<file path="src/rtl/top_level_if.sv">
// top_level_if: byte-wide data memory bus between the encoder FSM and dm1.
interface top_level_if;
  logic [7:0] addr;
  logic [7:0] wdata;
  logic [7:0] rdata;
  logic       we;
  modport master (output addr, wdata, we, input rdata);
  modport slave  (input addr, wdata, we, output rdata);
endinterface

</file>
<file path="src/rtl/top_level.sv">
// top_level: reads NUM_MSGS 11-bit messages from dm1, writes SECDED-extended Hamming(16,11) words back.
// Macro DM_ZERO_INIT_EN gives dm1.core an all-zero initial value; otherwise it starts uninitialised.
module top_level_dm (
  input logic clk,
  top_level_if.slave bus
);
`ifdef DM_ZERO_INIT_EN
  logic [7:0] core [0:255] = '{default: 8'h00};
`else
  logic [7:0] core [0:255];
`endif
  assign bus.rdata = core[bus.addr];
  always_ff @(posedge clk)
    if (bus.we) core[bus.addr] <= bus.wdata;
endmodule

module top_level #(
  parameter int NUM_MSGS = 15,
  parameter int IN_BASE  = 0,
  parameter int OUT_BASE = 30
) (
  input  logic clk,
  input  logic reset,
  output logic done
);
  typedef enum logic [2:0] {RD_HI, RD_LO, WR_HI, WR_LO, DONE} state_t;
  localparam logic [7:0] IB   = 8'(IN_BASE);
  localparam logic [7:0] OB   = 8'(OUT_BASE);
  localparam logic [7:0] LAST = 8'(NUM_MSGS - 1);
  state_t      state_q, state_d;
  logic [7:0]  idx_q, idx_d, lo_q, lo_d, off;
  logic [2:0]  hi_q, hi_d;
  logic [11:1] d;
  logic        p8, p4, p2, p1, p0;
  logic [15:0] w;
  top_level_if bus ();
  top_level_dm dm1 (.clk(clk), .bus(bus));
  assign off  = {idx_q[6:0], 1'b0};
  assign d    = {hi_q, lo_q};
  assign p8   = ^d[11:5];
  assign p4   = d[11] ^ d[10] ^ d[9] ^ d[8] ^ d[4] ^ d[3] ^ d[2];
  assign p2   = d[11] ^ d[10] ^ d[7] ^ d[6] ^ d[4] ^ d[3] ^ d[1];
  assign p1   = d[11] ^ d[9] ^ d[7] ^ d[5] ^ d[4] ^ d[2] ^ d[1];
  assign p0   = (^d) ^ p8 ^ p4 ^ p2 ^ p1;
  assign w    = {d[11:5], p8, d[4:2], p4, d[1], p2, p1, p0};
  assign done = state_q == DONE;
  always_comb begin
    bus.addr  = (state_q == RD_HI) ? IB + off + 8'd1 :
                (state_q == RD_LO) ? IB + off :
                (state_q == WR_HI) ? OB + off + 8'd1 : OB + off;
    bus.wdata = (state_q == WR_HI) ? w[15:8] : w[7:0];
    bus.we    = !reset && (state_q == WR_HI || state_q == WR_LO);
    hi_d      = (state_q == RD_HI) ? bus.rdata[2:0] : hi_q;
    lo_d      = (state_q == RD_LO) ? bus.rdata : lo_q;
    idx_d     = (state_q == WR_LO && idx_q != LAST) ? idx_q + 8'd1 : idx_q;
    case (state_q)
      RD_HI:   state_d = RD_LO;
      RD_LO:   state_d = WR_HI;
      WR_HI:   state_d = WR_LO;
      WR_LO:   state_d = (idx_q == LAST) ? DONE : RD_HI;
      default: state_d = DONE;
    endcase
  end
  always_ff @(posedge clk)
    if (reset) begin
      state_q <= RD_HI;
      idx_q   <= '0;
      hi_q    <= '0;
      lo_q    <= '0;
    end else begin
      state_q <= state_d;
      idx_q   <= idx_d;
      hi_q    <= hi_d;
      lo_q    <= lo_d;
    end
endmodule

</file>
<file path="config.mk">
export PLATFORM = sky130hd
export DESIGN_NAME = top_level
export DESIGN_NICKNAME = d
export VERILOG_FILES = /design/src/rtl/top_level_if.sv /design/src/rtl/top_level.sv
export SDC_FILE = /design/constraint.sdc
export NUM_CORES = 1
export LEC_CHECK = 0
export BUFFER_PORTS_ARGS = -buffer_cell sky130_fd_sc_hd__buf_4
export CORE_AREA = 2 2 39 41
export CTS_CLUSTER_SIZE = 14
export DETAILED_ROUTE_END_ITERATION = 8
export DIE_AREA = 0 0 41 43
export PLACE_DENSITY = 0.52
export SYNTH_ARGS = -nofsm -noshare
export SYNTH_HDL_FRONTEND = slang
export SYNTH_SLANG_ARGS = --single-unit
</file>
<file path="constraint.sdc">
create_clock -name clk -period 2.2 [get_ports clk]
set_input_delay 0.22 -clock clk [delete_from_list [all_inputs] [get_ports clk]]
set_output_delay 0.22 -clock clk [all_outputs]
set_load 0.005 [all_outputs]
</file>
==> flow_metrics.py, run 1 <==
metrics = {
    "clock_network": {
        "tritoncts": "yes",
        "insertion_delay_ps": 260,
        "clk_pin_slew_ps": 70,
        "clockBufferDepth": 2,
        "ctsHoldBuffers": 0,
        "cts_made_buffers": 3,
        "htreeDepth": 1,
        "cts.sinks": 11,
        "cts_resized": 0,
        "root_buffer": "clkbuf_4",
        "post-cts-setup-buffers": 0,
    },
    "logic_synthesis": {
        "yosysWarnings": 0,
        "ys_seq_area_frac": 0.428,
        "syn_area_um2": 514,
        "syn-instance-count": 57,
        "ys_types": 24,
        "synth_nets": 61,
        "synth-seq-cells": 11,
        "avgSynthCellArea_um2": 9.02,
    },
    "setup_path": {
        "rr_worst_depth": 4,
        "end_kind": "register",
        "crit_fanout": 13,
        "worstReg2RegStart": "idx_q[4]$_SDFFE_PP0P_",
        "start_kind": "register",
        "crit_type": "reg2reg",
        "reg2reg_to": "idx_q[3]$_SDFFE_PP0P_",
        "cp.required_ps": 2340,
        "worstPathArrival_ps": 1830,
        "r2r_slack_ps": 510,
    },
    "placement": {
        "place.gp.congestion": 0.701,
        "port_buffers": 2,
        "placedCellCount": 73,
        "pre_cts_slack_ps": 530,
        "hpwl_um": 634,
    },
    "timing": {
        "rsz0062_at_grt": "no",
        "final_hold_viol_count": 0,
        "setup_viol": 0,
        "drv_slew": 0,
        "fin_setup_tns_ps": 0,
        "finalCritPeriodShare": 0.769,
        "relSlewSlack": 0.677,
        "worst_pin_slew_ps": 484,
        "fin_ws_ps": 509,
        "max_freq_mhz": 591,
        "timing.final.crit_period_ps": 1690,
        "fin_skew_ps": 8.49,
    },
    "routing": {
        "wl_per_cell_um": 11.8,
        "postRouteAntennaNets": 0,
        "routed_via_density": 5.23,
        "drt-pass1-iter-count": 4,
        "vias": 403,
        "wl_um": 911,
        "route.detailed.drc": 0,
        "drtIter0Drc": 11,
    },
    "final_layout": {
        "area_growth_pct": 9.00,
        "stdcell_count": 77,
        "multiInputGateArea_um2": 272,
        "nets": 66,
        "fill_cells": 146,
        "ff_latch_area_um2": 220,
        "diodes": 0,
        "drive_above_1_share": 0.164,
    },
    "die": {
        "die-area_um2": 1760,
        "fp.dieW_um": 41,
        "core_um2": 1380,
        "num_io_pins": 3,
        "die_h_um": 43,
        "start_util": 0.372,
        "num_rows": 14,
    },
    "run_status": {
        "status": "finished clean",
    },
    "pwr": {
        "leakage_nw": 0.188,
        "power.density_nw_per_um2": 642,
        "vdd_ir_drop_max_mv": 0.494,
    },
    "hold_path": {
        "hold-path-endpoint": "idx_q[1]$_SDFFE_PP0P_",
        "hold_path_depth": 2,
        "hold_path.class": "in2reg",
        "hp-start": "reset",
    },
    "grt": {
        "grt_pass1_vias": 364,
        "overflow": 0,
        "grt_pass1_wl_mm": 1.59,
        "grt_antenna_before_repair": 0,
        "grt_max_degree": 14,
        "groute.usage.overall": 0.140,
    },
    "job": {
        "drv_cap": 0,
    },
}
-- Yosys cell counts --
cell type  count  area, µm²
a21oi_1        6       30.0
a31oi_1        1       6.26
and3b_1        1       8.76
and4_2         1       10.0
buf_6          1       11.3
clkbuf_1       1       3.75
dfxtp_1       11        220
ha_1           2       25.0
inv_1          2       7.51
nand2_1        4       15.0
nand3_1        3       15.0
nor2_1         4       15.0
nor3_1         2       10.0
nor3b_1        1       7.51
o211ai_1       1       7.51
o21ai_1        2       10.0
o21ai_2        1       8.76
o31ai_1        3       22.5
or2_2          1       6.26
or3_1          1       6.26
or3_2          1       7.51
or4_1          3       22.5
or4_4          1       11.3
xnor2_1        3       26.3
-- how the worst max path moves through the flow --
stage / depth (start not counted) / startpoint / to
after floorplan: 7 / idx_q[0]$_SDFFE_PP0P_ / idx_q[4]$_SDFFE_PP0P_
after global placement: 4 / idx_q[4]$_SDFFE_PP0P_ / idx_q[7]$_SDFFE_PP0P_
after detailed placement: 6 / idx_q[0]$_SDFFE_PP0P_ / idx_q[5]$_SDFFE_PP0P_
after CTS: 6 / idx_q[0]$_SDFFE_PP0P_ / idx_q[5]$_SDFFE_PP0P_
after global routing: 4 / idx_q[4]$_SDFFE_PP0P_ / idx_q[6]$_SDFFE_PP0P_
final: 4 / idx_q[4]$_SDFFE_PP0P_ / idx_q[3]$_SDFFE_PP0P_
-- cells in the final DEF, fill, tap and decap left out --
| cell type | Yosys | routed |
|---|---|---|
| a21oi_1 | 6 | 6 |
| a31oi_1 | 1 | 1 |
| and3b_1 | 1 | 1 |
| and4_2 | 1 | 1 |
| buf_4 | 0 | 2 |
| clkbuf_1 | 1 | 1 |
| clkbuf_4 | 0 | 3 |
| dfxtp_1 | 11 | 11 |
| ha_1 | 2 | 2 |
| inv_1 | 2 | 2 |
| nand2_1 | 4 | 4 |
| nand3_1 | 3 | 3 |
| nor2_1 | 4 | 4 |
| nor3_1 | 2 | 2 |
| nor3b_1 | 1 | 1 |
| o211ai_1 | 1 | 1 |
| o21ai_1 | 2 | 2 |
| o21ai_2 | 1 | 1 |
| o31ai_1 | 3 | 3 |
| or2_2 | 1 | 1 |
| or3_1 | 1 | 1 |
| or3_2 | 1 | 1 |
| or4_1 | 3 | 3 |
| or4_4 | 1 | 1 |
| xnor2_1 | 3 | 3 |
-- logic make-up after synthesis --
group	after synthesis	share of synthesized area
buf+inv	4	0.0438
compound gates	14	0.165
simple gates	23	0.263
xor+xnor	3	0.0511
fa+ha+maj	2	0.0487
flops	11	0.428
-- state kept, by name, indices dropped and copies added, names as in the netlist --
| name | cells |
|---|---|
| state_q | 3 |
| idx_q | 8 |
-- per-stage QoR --
stage	hold WS [ps]	total power (W)	util	area [µm²]
5_1_grt	217	0.000378	0.405	561
3_3_place_gp	467	0.000231	0.386	534
2_1_floorplan	297	0.000228	-	514
4_1_cts	208	0.000364	0.405	561
6_report	206	0.000360	0.405	561
3_5_place_dp	475	0.000232	0.386	534
-- cell type report --
cell class | count | share of cell area
Tap cell | 16 | 0.0357
Inverter | 2 | 0.0134
Multi-Input combinational cell | 42 | 0.484
Timing Repair Buffer | 2 | 0.0268
Sequential cell | 11 | 0.393
Clock buffer | 4 | 0.0469
-- layer usage --
metal	wire length [µm]	track usage
met5	0	0
met4	21	0.100
met3	25	0.0471
met2	389	0.166
met1	474	0.202
-- critical path, stage by stage (launching register included) --
cell,delay (ps)
dfxtp_1,340
or4_4,540
o21ai_2,440
or4_1,190
a21oi_1,60
-- power by group --
part           switching (W)  leakage (nW)  internal (W)  total [W]
registers         0.00000528        0.0892      0.000204   0.000209
logic              0.0000103        0.0835    0.00000740  0.0000177
clock network      0.0000628        0.0150     0.0000700   0.000133
total              0.0000783         0.188      0.000281   0.000360
Note: power is estimated with default switching activity, not from simulation.
==> inputs of run 2 (changes only) <==
--- a/config.mk
+++ b/config.mk
@@ -10,7 +10,7 @@
 export CTS_CLUSTER_SIZE = 14
 export DETAILED_ROUTE_END_ITERATION = 8
 export DIE_AREA = 0 0 41 43
-export PLACE_DENSITY = 0.52
+export PLACE_DENSITY = 0.54
 export SYNTH_ARGS = -nofsm -noshare
 export SYNTH_HDL_FRONTEND = slang
 export SYNTH_SLANG_ARGS = --single-unit
==> constraint.sdc (replaced) <==
create_clock -name clk -period 1.4 [get_ports clk]
set_input_delay 0.14 -clock clk [delete_from_list [all_inputs] [get_ports clk]]
set_output_delay 0.14 -clock clk [all_outputs]
set_load 0.005 [all_outputs]
==> run 2 against run 1 <==
Against the previous run: the run now ends with setup timing left; clock power increased by 72%; combinational power increased to 3.3 times the previous value; largest power group unchanged; setup slack got worse by 630 ps; critical endpoint is now idx_q[5]$_SDFFE_PP0P_.
==> flow_metrics.py, run 2 (synthesis results as in run 1) <==
metrics = {
    "run_status": {
        "status": "finished, violations left",
        "failed_checks": "setup timing",
    },
    "setup_path": {
        "critPathTopFamily": "simple AND/OR/NAND/NOR gates",
        "crit_slowest_cell": "or4_4",
        "rr_worst_depth": 7,
        "worstReg2RegStart": "idx_q[0]$_SDFFE_PP0P_",
        "crit_buf_inv": 2,
        "start_kind": "register",
        "crit_type": "reg2reg",
        "worstPathCellList": "inv_2 -> ha_4 -> nand3_4 -> o21ai_4 -> buf_12 -> or4_4 -> a21oi_2",
        "worst-path-stages": 7,
        "slowest_delay_ps": 510,
        "cp.required_ps": 1610,
        "reg2reg_to": "idx_q[5]$_SDFFE_PP0P_",
        "worstPathArrival_ps": 1730,
        "end_kind": "register",
        "crit_fanout": 13,
        "r2r_slack_ps": -120,
        "crit_start": "idx_q[0]$_SDFFE_PP0P_",
    },
    "clock_network": {
        "cts.sinks": 11,
        "clk_pin_slew_ps": 80,
        "insertion_delay_ps": 270,
        "cts_made_buffers": 3,
        "clockBufferDepth": 2,
        "root_buffer": "clkbuf_4",
        "htreeDepth": 1,
        "tritoncts": "yes",
    },
    "routing": {
        "wl_mm": 1.06,
        "vias": 467,
        "postRouteAntennaNets": 0,
        "route.detailed.drc": 0,
        "wl_per_cell_um": 11.8,
        "drt-pass1-iter-count": 2,
        "drtIter0Drc": 3,
        "routed_via_density": 5.19,
    },
    "grt": {
        "overflow": 0,
        "grt_max_degree": 14,
        "grt_antenna_before_repair": 0,
        "groute.usage.overall": 0.154,
        "grt_pass1_vias": 440,
        "grt_pass1_wl_mm": 1.79,
    },
    "timing": {
        "drv_slew": 0,
        "rsz0062_at_grt": "yes",
        "timing.final.crit_period_ps": 1520,
        "setup_viol": 7,
        "fin_skew_ps": 0.918,
        "worst_pin_slew_ps": 252,
        "max_freq_mhz": 657,
        "finalCritPeriodShare": 1.09,
        "fin_ws_ps": -121,
        "relSlewSlack": 0.830,
        "final_hold_viol_count": 0,
    },
    "hold_path": {
        "hold-path-endpoint": "idx_q[5]$_SDFFE_PP0P_",
        "hp-start": "reset",
        "hold_path_depth": 2,
        "hold_path.class": "in2reg",
    },
    "final_layout": {
        "mostFrequentLayoutCells": "buf_4 (14), dfxtp_1 (9), nand2_1 (4), a21oi_1 (4), nor2_1 (4)",
        "nets": 79,
        "area_growth_pct": 40.4,
        "fill_cells": 139,
        "drive_above_1_share": 0.432,
        "largest_reg_flops": 8,
        "diodes": 0,
        "layout_commonest_cell": "buf_4",
        "reg_top3": "idx_q (8), state_q (3)",
        "top_register": "idx_q",
        "design_area_um2": 722,
    },
    "die": {
        "core_um2": 1380,
        "fp.dieW_um": 41,
        "die_h_um": 43,
        "start_util": 0.372,
        "num_rows": 14,
        "die-area_um2": 1760,
        "num_io_pins": 3,
    },
    "pwr": {
        "seq_power_share": 0.530,
        "p_total_w": 0.000612,
        "intPower_w": 0.000461,
        "power_switching_w": 0.000151,
        "vdd_ir_drop_max_mv": 0.512,
        "sw_frac_of_total": 0.246,
        "p_clk_frac": 0.375,
        "power.density_nw_per_um2": 847,
        "leakage_nw": 0.265,
        "power_frac_comb": 0.095,
    },
    "job": {
        "drv_cap": 0,
    },
    "placement": {
        "place.gp.congestion": 0.685,
        "hpwl_um": 742,
        "post_dp_cell_area_um2": 662,
        "port_buffers": 2,
    },
}
-- run 2: cell types whose count changed in the layout (fill, tap and decap cells not counted), sizes merged --
cell  change
buf      +13
-- run 2: timing repair --
action,in CTS,in global routing
setup endpoints to repair,8,8
gates cloned,0,0
pin swaps,5,2
hold buffers,0,0
setup buffers,1,0
resized for setup,0,5
-- run 2: power groups by stage --
stage	clock [W]	combinational, W	sequential, W
final	0.000229	0.0000579	0.000324
after global routing	0.000244	0.0000633	0.000326
after CTS	0.000230	0.0000577	0.000325
after detailed placement	0	0.0000506	0.000332
after global placement	0	0.0000496	0.000332
after floorplan	0	0.0000279	0.000335
-- run 2: how the worst max path moves through the flow --
stage / endpoint
after global placement: idx_q[5]$_SDFFE_PP0P_
final: idx_q[5]$_SDFFE_PP0P_
after global routing: idx_q[5]$_SDFFE_PP0P_
after floorplan: idx_q[0]$_SDFFE_PP0P_
after detailed placement: idx_q[5]$_SDFFE_PP0P_
after CTS: idx_q[5]$_SDFFE_PP0P_
-- run 2: through the flow --
stage,setup slack [ps],setup TNS (ps),hold slack (ps),instances,util
final,-121,-611,120,90,0.522
after global routing,-162,-1060,122,90,0.522
after CTS,-110,-606,124,90,0.512
after detailed placement,-117,-777,411,85,0.478
after global placement,-89.7,-573,408,85,0.478
after floorplan,-21.7,-73.9,217,57,-
-- run 2: layout make-up --
| class | count | area, µm² | area share |
|---|---|---|---|
| clock buffer | 4 | 26.3 | 0.0364 |
| timing repair buffer | 15 | 125 | 0.173 |
| sequential | 11 | 223 | 0.308 |
| inverter | 2 | 7.51 | 0.0104 |
| tap | 16 | 20.0 | 0.0277 |
| multi-input combinational | 42 | 320 | 0.444 |
-- run 2: layer usage --
metal	vias up	global-route usage	routed length (µm)
li1	245	-	-
met5	-	0	0
met3	2	0.0314	19
met1	217	0.191	513
met4	0	0.0800	16
met2	3	0.238	509
